===== src/rtl/product_accumulator_if.sv =====
// Valid/ready stream bundle between the product source, the accumulator and the result consumer.
// slave = accumulator side, master = testbench / upstream+downstream side.
interface product_accumulator_if #(
  parameter int ACC_W = 32,
  parameter int CNT_W = 8
);
  logic             in_valid;
  logic             in_ready;
  logic [23:0]      in_data;
  logic             in_last;
  logic             out_valid;
  logic             out_ready;
  logic [ACC_W-1:0] out_sum;
  logic [CNT_W-1:0] out_count;
  logic             out_ovf;

  modport slave (
    input  in_valid, in_data, in_last, out_ready,
    output in_ready, out_valid, out_sum, out_count, out_ovf
  );

  modport master (
    output in_valid, in_data, in_last, out_ready,
    input  in_ready, out_valid, out_sum, out_count, out_ovf
  );
endinterface


===== src/rtl/product_accumulator.sv =====
// Sums groups of 24-bit unsigned products delimited by in_last into one registered result.
// S_IDLE: no group open (acc/cnt/ovf zero) | S_ACCUM: partial group held in r_acc/r_cnt/r_ovf.
module product_accumulator #(
  parameter int ACC_W = 32,
  parameter int CNT_W = 8
) (
  input logic                  clk,
  input logic                  rst,
  product_accumulator_if.slave bus
);

  typedef enum logic {S_IDLE, S_ACCUM} state_t;

  state_t           r_state;
  logic [ACC_W-1:0] r_acc;
  logic [CNT_W-1:0] r_cnt;
  logic             r_ovf;
  logic             r_out_valid;
  logic [ACC_W-1:0] r_out_sum;
  logic [CNT_W-1:0] r_out_count;
  logic             r_out_ovf;

  logic             w_in_ready;
  logic             w_accept;
  logic [ACC_W-1:0] w_acc_base;
  logic [CNT_W-1:0] w_cnt_base;
  logic             w_ovf_base;
  logic [ACC_W:0]   w_sum_ext;
  logic             w_cnt_full;
  logic [CNT_W-1:0] w_cnt_next;
  logic             w_ovf_next;

  assign w_in_ready = !r_out_valid || bus.out_ready;
  assign w_accept   = bus.in_valid && w_in_ready;

  // A fresh group starts from zero regardless of what the partial registers hold.
  assign w_acc_base = (r_state == S_ACCUM) ? r_acc : '0;
  assign w_cnt_base = (r_state == S_ACCUM) ? r_cnt : '0;
  assign w_ovf_base = (r_state == S_ACCUM) && r_ovf;

  assign w_sum_ext  = {1'b0, w_acc_base} + {{(ACC_W-23){1'b0}}, bus.in_data};
  assign w_cnt_full = &w_cnt_base;
  assign w_cnt_next = w_cnt_full ? w_cnt_base : w_cnt_base + CNT_W'(1);
  assign w_ovf_next = w_ovf_base || w_sum_ext[ACC_W] || w_cnt_full;

  always_ff @(posedge clk) begin
    if (rst) begin
      r_state     <= S_IDLE;
      r_acc       <= '0;
      r_cnt       <= '0;
      r_ovf       <= 1'b0;
      r_out_valid <= 1'b0;
      r_out_sum   <= '0;
      r_out_count <= '0;
      r_out_ovf   <= 1'b0;
    end else if (w_accept && bus.in_last) begin
      // A completing group overwrites the output even when the old result leaves this cycle.
      r_out_valid <= 1'b1;
      r_out_sum   <= w_sum_ext[ACC_W-1:0];
      r_out_count <= w_cnt_next;
      r_out_ovf   <= w_ovf_next;
      r_acc       <= '0;
      r_cnt       <= '0;
      r_ovf       <= 1'b0;
      r_state     <= S_IDLE;
    end else begin
      if (w_accept) begin
        r_acc   <= w_sum_ext[ACC_W-1:0];
        r_cnt   <= w_cnt_next;
        r_ovf   <= w_ovf_next;
        r_state <= S_ACCUM;
      end
      if (r_out_valid && bus.out_ready) begin
        r_out_valid <= 1'b0;
      end
    end
  end

  assign bus.in_ready  = w_in_ready;
  assign bus.out_valid = r_out_valid;
  assign bus.out_sum   = r_out_sum;
  assign bus.out_count = r_out_count;
  assign bus.out_ovf   = r_out_ovf;

endmodule

===== src/flat_wrapper.sv =====
// flat-port wrapper written by rule: the top's interface ports become plain ports
module product_accumulator_flat 
#(
  parameter int ACC_W = 32,
  parameter int CNT_W = 8
)
  (clk, rst, bus_in_valid, bus_in_data, bus_in_last, bus_out_ready, bus_in_ready, bus_out_valid, bus_out_sum, bus_out_count, bus_out_ovf);
  product_accumulator_if #(.ACC_W(ACC_W), .CNT_W(CNT_W)) bus_i ();
  input logic clk;
  input logic rst;
  input wire logic [$bits(bus_i.in_valid)-1:0] bus_in_valid;
  input wire logic [$bits(bus_i.in_data)-1:0] bus_in_data;
  input wire logic [$bits(bus_i.in_last)-1:0] bus_in_last;
  input wire logic [$bits(bus_i.out_ready)-1:0] bus_out_ready;
  output wire logic [$bits(bus_i.in_ready)-1:0] bus_in_ready;
  output wire logic [$bits(bus_i.out_valid)-1:0] bus_out_valid;
  output wire logic [$bits(bus_i.out_sum)-1:0] bus_out_sum;
  output wire logic [$bits(bus_i.out_count)-1:0] bus_out_count;
  output wire logic [$bits(bus_i.out_ovf)-1:0] bus_out_ovf;
  assign bus_i.in_valid = bus_in_valid;
  assign bus_i.in_data = bus_in_data;
  assign bus_i.in_last = bus_in_last;
  assign bus_i.out_ready = bus_out_ready;
  assign bus_in_ready = bus_i.in_ready;
  assign bus_out_valid = bus_i.out_valid;
  assign bus_out_sum = bus_i.out_sum;
  assign bus_out_count = bus_i.out_count;
  assign bus_out_ovf = bus_i.out_ovf;
  product_accumulator #(.ACC_W(ACC_W), .CNT_W(CNT_W)) u_core (.clk(clk), .rst(rst), .bus(bus_i));
endmodule

===== config.mk =====
export PLATFORM = sky130hd
export DESIGN_NAME = product_accumulator_flat
export DESIGN_NICKNAME = d
export VERILOG_FILES = /design/src/rtl/product_accumulator_if.sv /design/src/rtl/product_accumulator.sv /design/src/flat_wrapper.sv
export SDC_FILE = /design/constraint.sdc
export NUM_CORES = 1
export LEC_CHECK = 0
export CAP_MARGIN = 20
export CELL_PAD_IN_SITES_DETAIL_PLACEMENT = 1
export CELL_PAD_IN_SITES_GLOBAL_PLACEMENT = 2
export CORE_ASPECT_RATIO = 0.8
export CORE_MARGIN = 2
export CORE_UTILIZATION = 40
export DETAILED_ROUTE_END_ITERATION = 10
export DONT_BUFFER_PORTS = 1
export PLACE_DENSITY = 0.95
export SYNTH_ARGS = -nofsm -noshare
export SYNTH_HDL_FRONTEND = slang
export SYNTH_SLANG_ARGS = --single-unit

===== constraint.sdc =====
create_clock -name clk -period 5.55 [get_ports clk]
set_input_delay 0.8325 -clock clk [delete_from_list [all_inputs] [get_ports clk]]
set_output_delay 0.8325 -clock clk [all_outputs]
set_load 0.01 [all_outputs]

After elaboration in Yosys (flattened, before gate mapping)
Cells that the tools add are included.

word-level totals
  input port bits = 29
  register bits after elaboration = 84
  logic and storage cells = 26
  output and inout bits = 43

operators by class
  reduce and logical (&&, ||, !) cells = 11
  $add $sub $neg = 2
  multiplexer cells = 5

operators by type and width
  cell                   number
  $add A32 B24 Y33       1
  $mux W32               1
  $mux W8                2
  $add A8 B1 Y8 const B  1
  $reduce_and A8 Y1      1
  $logic_and A1 B1 Y1    4
  $logic_or A1 B1 Y1     3
  $mux W1                2
  $reduce_bool A2 Y1     1
  $reduce_or A2 Y1       1
  $logic_not A1 Y1       1

Longest topological paths before layout
Gate-level depths: netlist of the first run.

  depth in word-level cells = 5
  gate-level depth with buffers = 15
  mapped depth without buffers = 11

Least setup slack after synthesis of the first run
No wires, ideal clock.

  path type = register to register
  start = register u_core.r_state
  end = register u_core.r_out_sum[24], in the netlist u_core.bus.out_sum[24]
  path slack = 2.208 ns
  arrival = 3.280 ns
  cell stages (with the launch flop) = 15
  clock period less this slack = 3.342 ns
  setup time = 0.062 ns
  path buffers = 3
  required time = 5.488 ns
  cells stage by stage = dfxtp_1 > clkbuf_1 > buf_1 > clkbuf_1 > and2_1 > ha_1 > fa_1 > a211oi_1 > o21a_2 > a21boi_1 > o21a_4 > a211oi_4 > o21ai_2 > or4_1 > nand3_1

between the ends
  longest elaborated chain between the ends = 2

RTL lines
  item                      line                       text
  start: declaration        product_accumulator.sv:14  state_t r_state;
  start signal: assignment  product_accumulator.sv:48  r_state <= S_IDLE;
  start signal: assignment  product_accumulator.sv:65  r_state <= S_IDLE;
  start signal: assignment  product_accumulator.sv:71  r_state <= S_ACCUM;
  $mux W32                  product_accumulator.sv:37  assign w_acc_base = (r_state == S_ACCUM) ? r_acc : '0;
  $add A32 B24 Y33          product_accumulator.sv:41  assign w_sum_ext = {1'b0, w_acc_base} + {{(ACC_W-23){1'b0}}, bus.in_data};
  end signal: assignment    product_accumulator.sv:59  r_out_sum <= w_sum_ext[ACC_W-1:0];
  end: declaration          product_accumulator.sv:19  logic [ACC_W-1:0] r_out_sum;

Every way passes these cells.
A chain may end at the register's enable or synchronous reset.

Worst setup path in the final report of the first run
  start = register u_core.r_state
  end = register u_core.r_ovf

between the ends
  longest elaborated chain between the ends = 4
  elaborated cells between the ends (all ways) = 7
  classes of those cells = 1 x add/sub; 2 x mux; 4 x reduce/logical

RTL lines
  item                    line                       text
  $mux W32                product_accumulator.sv:37
  $add A32 B24 Y33        product_accumulator.sv:41
  $logic_or A1 B1 Y1      product_accumulator.sv:44  assign w_ovf_next = w_ovf_base || w_sum_ext[ACC_W] || w_cnt_full;
  $logic_or A1 B1 Y1 (*)  product_accumulator.sv:44
  end signal: assignment  product_accumulator.sv:70  r_ovf <= w_ovf_next;
  end: declaration        product_accumulator.sv:17  logic r_ovf;

Every way passes the cells marked *; elsewhere a longest branch is shown, timed or not.

==> metrics.cfg, run 1 <==
[clock_network]
cts_resized=0
cts_buffer_depth=2
htree_levels=3
cts_tree=done
clock_sinks=84
cts_setup_buffers=0
clkLatencyLatePin_ns=0.35
numCtsBuffers=9
cts.hold.buffers_added=0
cts-root-buf=clkbuf_16
clkTransAtPathRegs_ns=0.07

[synth]
yosysUniqueCellTypes=57
synth_nets=685
synth_compound_area_share_pct=22.1
synth.largest_area_cell=dfxtp_1
synth_seq_area_share_pct=34.5
yosysTopAreaCellShare_pct=34.5
yosys_most_used_dff=dfxtp_1
synth_edf_count=0
synth_warnings=0
synthMuxAreaShare_pct=0.410
async_reset_ff_share_pct=0
syn_avg_cell_area_um2=7.75
synth-simple-area-share_pct=27.9
netlist_area_um2=4880
synth_xor_area_share_pct=4.13
synthTopCellsByArea=dfxtp_1 34%, nand2_1 8.3%, ha_1 6.4%
synth_top_family_by_area=simple AND/OR/NAND/NOR gates
syn-instance-count=630
synthAdderAreaFrac_pct=6.82
ys_ff_latch=84

[floorplanning]
start_util_pct=40.6
die-area_um2=13100
die_x_um=128
pin_count=72
die_y_um=103
core_area_um2=12000
std_cell_rows=36

[setup_path]
r2r_slack_ns=1.86
path_buf_inv=0
cpPeakStageDelay_ns=0.85
path_max_fanout=25
start_kind=register
crit_type=reg -> reg
path_delay_family=compound AO/OA/AOI/OAI gates
end_kind=register
path_cells=and2_1 -> ha_1 -> fa_1 -> a211oi_1 -> o21a_2 -> a21boi_1 -> o21a_4 -> a211oi_4 -> o21ai_2 -> a211oi_1 -> a2111oi_0
cpMostUsedCell=a211oi_1
cp_slowest_cell=dfxtp_1
cp.required_ns=5.76
arrival_ns=3.90

[power]
ir_drop_mv=0.181
p_sw_share_pct=26.8
p_leak_nw=1.95
seqPwrFrac_pct=44.6
comb_power_share_pct=11.1
p_per_area_nw_per_um2=282
power.switching_uw=397
clockPowerShare_pct=44.2
p_int_mw=1.08

[route]
dr.pass1.iters=5
viasPerCell=5.88
postRouteAntennaNets=0
wirelength_um=14100
drc=0
vias=4477
drt_iter0_drc=221
routedWlPerCell_um=18.5

[sta]
worst_slew_pin_slew_ns=0.984
holdWs_ns=0.450
slew_headroom_pct=34.2
setup_tns_ns=0
hold_viol=0
setup_violations=0
clock.fmax_ghz=0.271
rsz0062_at_grt=no
skew_ns=0.00632
slew_violations=0
min_period_ns=3.69
fin_crit_sh_pct=66.4

[hold_path]
hp-class=reg -> reg

[cells_and_area]
area_growth_pct=7.64
drive_gt1_share_pct=5.58
mostFrequentLayoutCell=nand2_1
mostFrequentLayoutCells=108 x nand2_1, 84 x dfxtp_1, 61 x a21oi_1
nNetsFinal=659
antenna_cells=0

[placed_design]
io_buffers=0
place.gp.congestion=0.887
dpl.hpwl_um=9680

[flow_run]
cap_violations=0

[grt]
grt_pass1_wl_um=23000
gr-usage-all-layers_pct=22.1
use_met3_pct=7.01
grt_use_met1_pct=27.5
grt-ovfl-total=0
grt_pass1_vias=4584
antenna_found_initial=0
grt_max_degree=61
grt-busiest-layer=met2
met2_usage_pct=36.8

[status]
status=completed

-- sequential cells by signal, summed over array words and instances (netlist names) --
register / count
u_core.r_ovf: 1
u_core.bus.out_ovf: 1
u_core.bus.out_sum: 32
u_core.r_acc: 32
u_core.r_state: 1
u_core.r_cnt: 8
u_core.bus.out_count: 8
u_core.bus.out_valid: 1
-- layer usage --
layer  part of all wire [%]  wire length [µm]  up-vias
li1                       -                 -     2193
met1                     47              6570     2169
met2                     46              6440       93
met3                    5.4               766       22
met4                    2.1               296        0
met5                      0                 0        -
-- power by group through the flow --
| stage | registers (mW) | clock network [mW] | logic [mW] |
|---|---|---|---|
| after floorplan | 0.666 | 0 | 0.134 |
| after global placement | 0.674 | 0 | 0.157 |
| after detailed placement | 0.675 | 0 | 0.163 |
| after CTS | 0.661 | 0.666 | 0.165 |
| after global routing | 0.664 | 0.694 | 0.185 |
| final | 0.661 | 0.655 | 0.165 |
-- kinds of logic after synthesis --
kind of cell               Yosys count
DFF                                 84
adders and majority gates           26
AOI/OAI and AO/OA                  165
xor gates and xnor gates            23
buffers and inverters               50
and+or+nand+nor                    280
muxes                                2
-- synth_stat cells (4+ instances only) --
| library cell | n |
|---|---|
| o211ai_1 | 7 |
| nand4_1 | 8 |
| ha_1 | 25 |
| a31oi_1 | 10 |
| a311oi_1 | 8 |
| o21ai_1 | 4 |
| xnor2_1 | 16 |
| o21ai_0 | 24 |
| or4_1 | 10 |
| clkbuf_1 | 33 |
| inv_1 | 8 |
| and3_1 | 11 |
| nor2b_1 | 4 |
| a21o_1 | 8 |
| buf_2 | 4 |
| nor2_1 | 51 |
| nand4b_1 | 5 |
| nand3b_1 | 12 |
| a21oi_1 | 61 |
| nand3_1 | 28 |
| and2_1 | 29 |
| a211oi_1 | 15 |
| dfxtp_1 | 84 |
| nor3_1 | 5 |
| xor2_1 | 7 |
| nand2_1 | 108 |
-- metrics by stage --
step           cell area (µm²)  power [mW]  cells  util, %  worst slack [ns]
2_1_floorplan             4880       0.800    630        -              2.21
6_report                  5250        1.48    761     43.7              1.86
3_5_place_dp              4940       0.838    745     41.0              1.94
4_1_cts                   5250        1.49    761     43.7              1.91
5_1_grt                   5250        1.54    761     43.7              1.57
3_3_place_gp              4940       0.830    745     41.0              2.10
-- final cells by class --
type	count	area (µm²)
fillers	1471	6770
multi-input cells	496	3000
flip-flops and latches	84	1680
clock buffers	10	229
well taps	152	190
clock inverters	6	88.8
repair buffers	5	37.5
inverters	8	30.0
-- final timing paths --
check / endpoint / from / depth (start not counted)
setup / recovery: u_core.r_ovf$_SDFFE_PP0P_ / u_core.r_state$_SDFFE_PP0P_ / 11
hold / removal: u_core.r_acc[7]$_SDFFE_PP0P_ / u_core.r_acc[7]$_SDFFE_PP0P_ / 2
setup reg to reg: u_core.r_ovf$_SDFFE_PP0P_ / u_core.r_state$_SDFFE_PP0P_ / 11
hold reg to reg: u_core.r_acc[7]$_SDFFE_PP0P_ / u_core.r_acc[7]$_SDFFE_PP0P_ / 2
-- worst register-to-register path, delay by kind of cell (launching register included) --
kind | cells | cell delay, ns
compound gates | 8 | 2.02
flops | 1 | 0.85
fa+ha+maj | 2 | 0.43
simple gates | 1 | 0.24
(Power assumes the default switching activity.)
==> inputs of run 2 (changes only) <==
--- a/config.mk
+++ b/config.mk
@@ -10,10 +10,10 @@
 export CELL_PAD_IN_SITES_GLOBAL_PLACEMENT = 2
 export CORE_ASPECT_RATIO = 0.8
 export CORE_MARGIN = 2
-export CORE_UTILIZATION = 40
+export CORE_UTILIZATION = 33
 export DETAILED_ROUTE_END_ITERATION = 10
 export DONT_BUFFER_PORTS = 1
-export PLACE_DENSITY = 0.95
+export PLACE_DENSITY = 0.86
 export SYNTH_ARGS = -nofsm -noshare
 export SYNTH_HDL_FRONTEND = slang
 export SYNTH_SLANG_ARGS = --single-unit
==> constraint.sdc (replaced) <==
create_clock -name clk -period 3.2 [get_ports clk]
set_input_delay 0.48 -clock clk [delete_from_list [all_inputs] [get_ports clk]]
set_output_delay 0.48 -clock clk [all_outputs]
set_load 0.01 [all_outputs]
==> run 2 against run 1 <==
Against the previous run: cell count rose by 7.0%; sequential power rose by 72%; utilization down 5.3 points; count of clock-buffer cells in the layout down 1; largest cell class unchanged; highest routed layer unchanged.
==> metrics.cfg, run 2 (same netlist as run 1, synthesis figures left out) <==
[cells_and_area]
drive_gt1_share_pct=9.68  ; +4.1 points
final_cells=814  ; +7.0%
antenna_cells=0  ; unchanged
fill_cells=1743  ; +18%
mostFrequentLayoutCell=nand2_1
stdcell_area_um2=5510  ; +4.8%
nNetsFinal=680  ; +3.2%
regArea_um2=1680  ; unchanged
mostFrequentLayoutCells=108 x nand2_1, 84 x dfxtp_1, 59 x a21oi_1
area_growth_pct=12.8
multi_input_area_um2=3030  ; +0.96%

[sta]
holdWs_ns=0.206  ; -0.243 ns
slew_violations=0  ; unchanged
skew_ns=0.00878  ; +0.00246 ns
hold_viol=0  ; unchanged
clock.fmax_ghz=0.332  ; +22%
fin_crit_sh_pct=94.2  ; +28 points
worst_slack_ns=0.186  ; -1.68 ns
setup_violations=0  ; unchanged
worst_slew_pin_slew_ns=0.726  ; -0.258 ns
min_period_ns=3.01  ; -0.671 ns
slew_headroom_pct=51.5  ; +17 points

[power]
seqPwrFrac_pct=43.1  ; -1.5 points
power.switching_uw=737  ; +85%
ir_drop_mv=0.400  ; +120%
p_sw_share_pct=27.8  ; +0.97 points
comb_power_share_pct=12.2  ; +1.1 points
p_int_mw=1.91  ; +77%
p_per_area_nw_per_um2=481  ; +71%
p_leak_nw=2.07  ; +6.3%
clockPowerShare_pct=44.7  ; +0.5 points
total_power_mw=2.65  ; +79%

[placed_design]
placed_cells=797  ; +7.0%
place.gp.congestion=0.836  ; -5.7%
dpl.hpwl_um=10900  ; +12%
io_buffers=0  ; unchanged
place_ws_ns=0.118  ; -1.82 ns
place_area_um2=5140  ; +4.2%

[floorplanning]
start_util_pct=34.0  ; -6.6 points
die_y_um=113  ; +9.7%
core_area_um2=14300  ; +19%
die_x_um=140  ; +9.8%
std_cell_rows=39  ; +8.3%
die-area_um2=15800  ; +20%
pin_count=72  ; unchanged

[setup_path]
worstReg2RegStart=u_core.r_state$_SDFFE_PP0P_
crit_type=reg -> reg
arrival_ns=3.29  ; -0.61 ns
cp.required_ns=3.48  ; -2.28 ns
r2r_cells=12  ; +1
crit_start=u_core.r_state$_SDFFE_PP0P_
start_kind=register
path_max_fanout=7  ; -72%
endpoint=u_core.r_acc[27]$_SDFFE_PP0P_
r2r_slack_ns=0.19  ; -1.68 ns
r2r-end=u_core.r_acc[27]$_SDFFE_PP0P_
end_kind=register

[route]
vias=4565  ; +2.0%
viasPerCell=5.61  ; -4.7%
wirelength_um=15100  ; +6.9%
routedWlPerCell_um=18.5  ; about the same
postRouteAntennaNets=0  ; unchanged
drc=0  ; unchanged
dr.pass1.iters=4  ; -1
drt_iter0_drc=178  ; -19%

[grt]
grt_pass1_vias=4723  ; +3.0%
grt-ovfl-total=0  ; unchanged
gr-usage-all-layers_pct=19.6  ; -2.5 points
grt_max_degree=61  ; unchanged
antenna_found_initial=0  ; unchanged
grt_pass1_wl_um=24700  ; +7.5%

[clock_network]
numCtsBuffers=9  ; unchanged
cts_tree=done
cts-root-buf=clkbuf_16
clkTransAtPathRegs_ns=0.07  ; about the same
clkLatencyLatePin_ns=0.36  ; about the same
cts_buffer_depth=2  ; unchanged
cts.hold.buffers_added=0  ; unchanged
htree_levels=3  ; unchanged
clock_sinks=84  ; unchanged

[hold_path]
hp-class=in -> reg

[flow_run]
cap_violations=0  ; unchanged

[status]
status=completed

==> run 2: worst min-delay path by stage <==
stage / start / to / slack (ns) / cells after the start
2_1_floorplan: u_core.r_acc[0]$_SDFFE_PP0P_ / u_core.r_acc[0]$_SDFFE_PP0P_ / 0.43 / 2
4_1_cts: rst / u_core.bus.out_sum[31]$_SDFFE_PP0P_ / 0.17 / 1
5_1_grt: rst / u_core.bus.out_sum[28]$_SDFFE_PP0P_ / 0.18 / 1
6_report: rst / u_core.bus.out_sum[25]$_SDFFE_PP0P_ / 0.21 / 1
3_3_place_gp: u_core.r_acc[14]$_SDFFE_PP0P_ / u_core.r_acc[14]$_SDFFE_PP0P_ / 0.44 / 2
3_5_place_dp: u_core.r_acc[6]$_SDFFE_PP0P_ / u_core.r_acc[6]$_SDFFE_PP0P_ / 0.45 / 2
==> run 2: per-stage QoR <==
step	util, %	setup TNS, ns
6_report	38.4	0
3_3_place_gp	35.8	0
2_1_floorplan	-	0
5_1_grt	38.4	-0.000832
3_5_place_dp	35.8	0
4_1_cts	38.1	0
==> run 2: critical path: stages, from the launching register on <==
cell and delay, ns:
dfxtp_1 0.38, buf_4 0.18, and2_1 0.13, ha_1 0.36
nand2_1 0.12, nor3_1 0.20, o311a_2 0.23, a21o_4 0.16
a31oi_4 0.14, o21a_2 0.30, buf_4 0.15, or4_1 0.40
a31oi_1 0.18
==> run 2: power by group through the flow <==
stage,clock (mW),combinational [mW],sequential (mW)
final,1.19,0.324,1.14
after global routing,1.26,0.361,1.15
after CTS,1.22,0.322,1.14
after detailed placement,0,0.320,1.17
after global placement,0,0.310,1.16
after floorplan,0,0.234,1.15
==> run 2: final cells by class <==
class	count	area share, %
clock inverters	7	1.93
well taps	184	4.18
inverters	8	0.545
multi-input cells	496	54.9
flip-flops and latches	84	30.5
repair buffers	26	3.77
clock buffers	9	4.09
==> run 2: timing repair <==
item	4_1_cts	5_1_grt
endpoints found under the setup margin	0	13
buffers inserted	0	1
gates resized for setup	0	5
==> run 2: routing by layer <==
layer | global-route usage, % | vias to the layer above | wire (µm)
met5 | 0 | - | 0
met4 | 6.60 | 0 | 250
met3 | 6.56 | 17 | 950
met2 | 30.7 | 88 | 6780
met1 | 25.6 | 2228 | 7080
li1 | - | 2232 | -
==> inputs of run 3 (changes only) <==
--- a/config.mk
+++ b/config.mk
@@ -5,6 +5,7 @@
 export SDC_FILE = /design/constraint.sdc
 export NUM_CORES = 1
 export LEC_CHECK = 0
+export ABC_CLOCK_PERIOD_IN_PS = 3200
 export CAP_MARGIN = 20
 export CELL_PAD_IN_SITES_DETAIL_PLACEMENT = 1
 export CELL_PAD_IN_SITES_GLOBAL_PLACEMENT = 2
==> results of run 3 <==
Same layout as run 2: the final DEF is identical, and so are final timing and power.
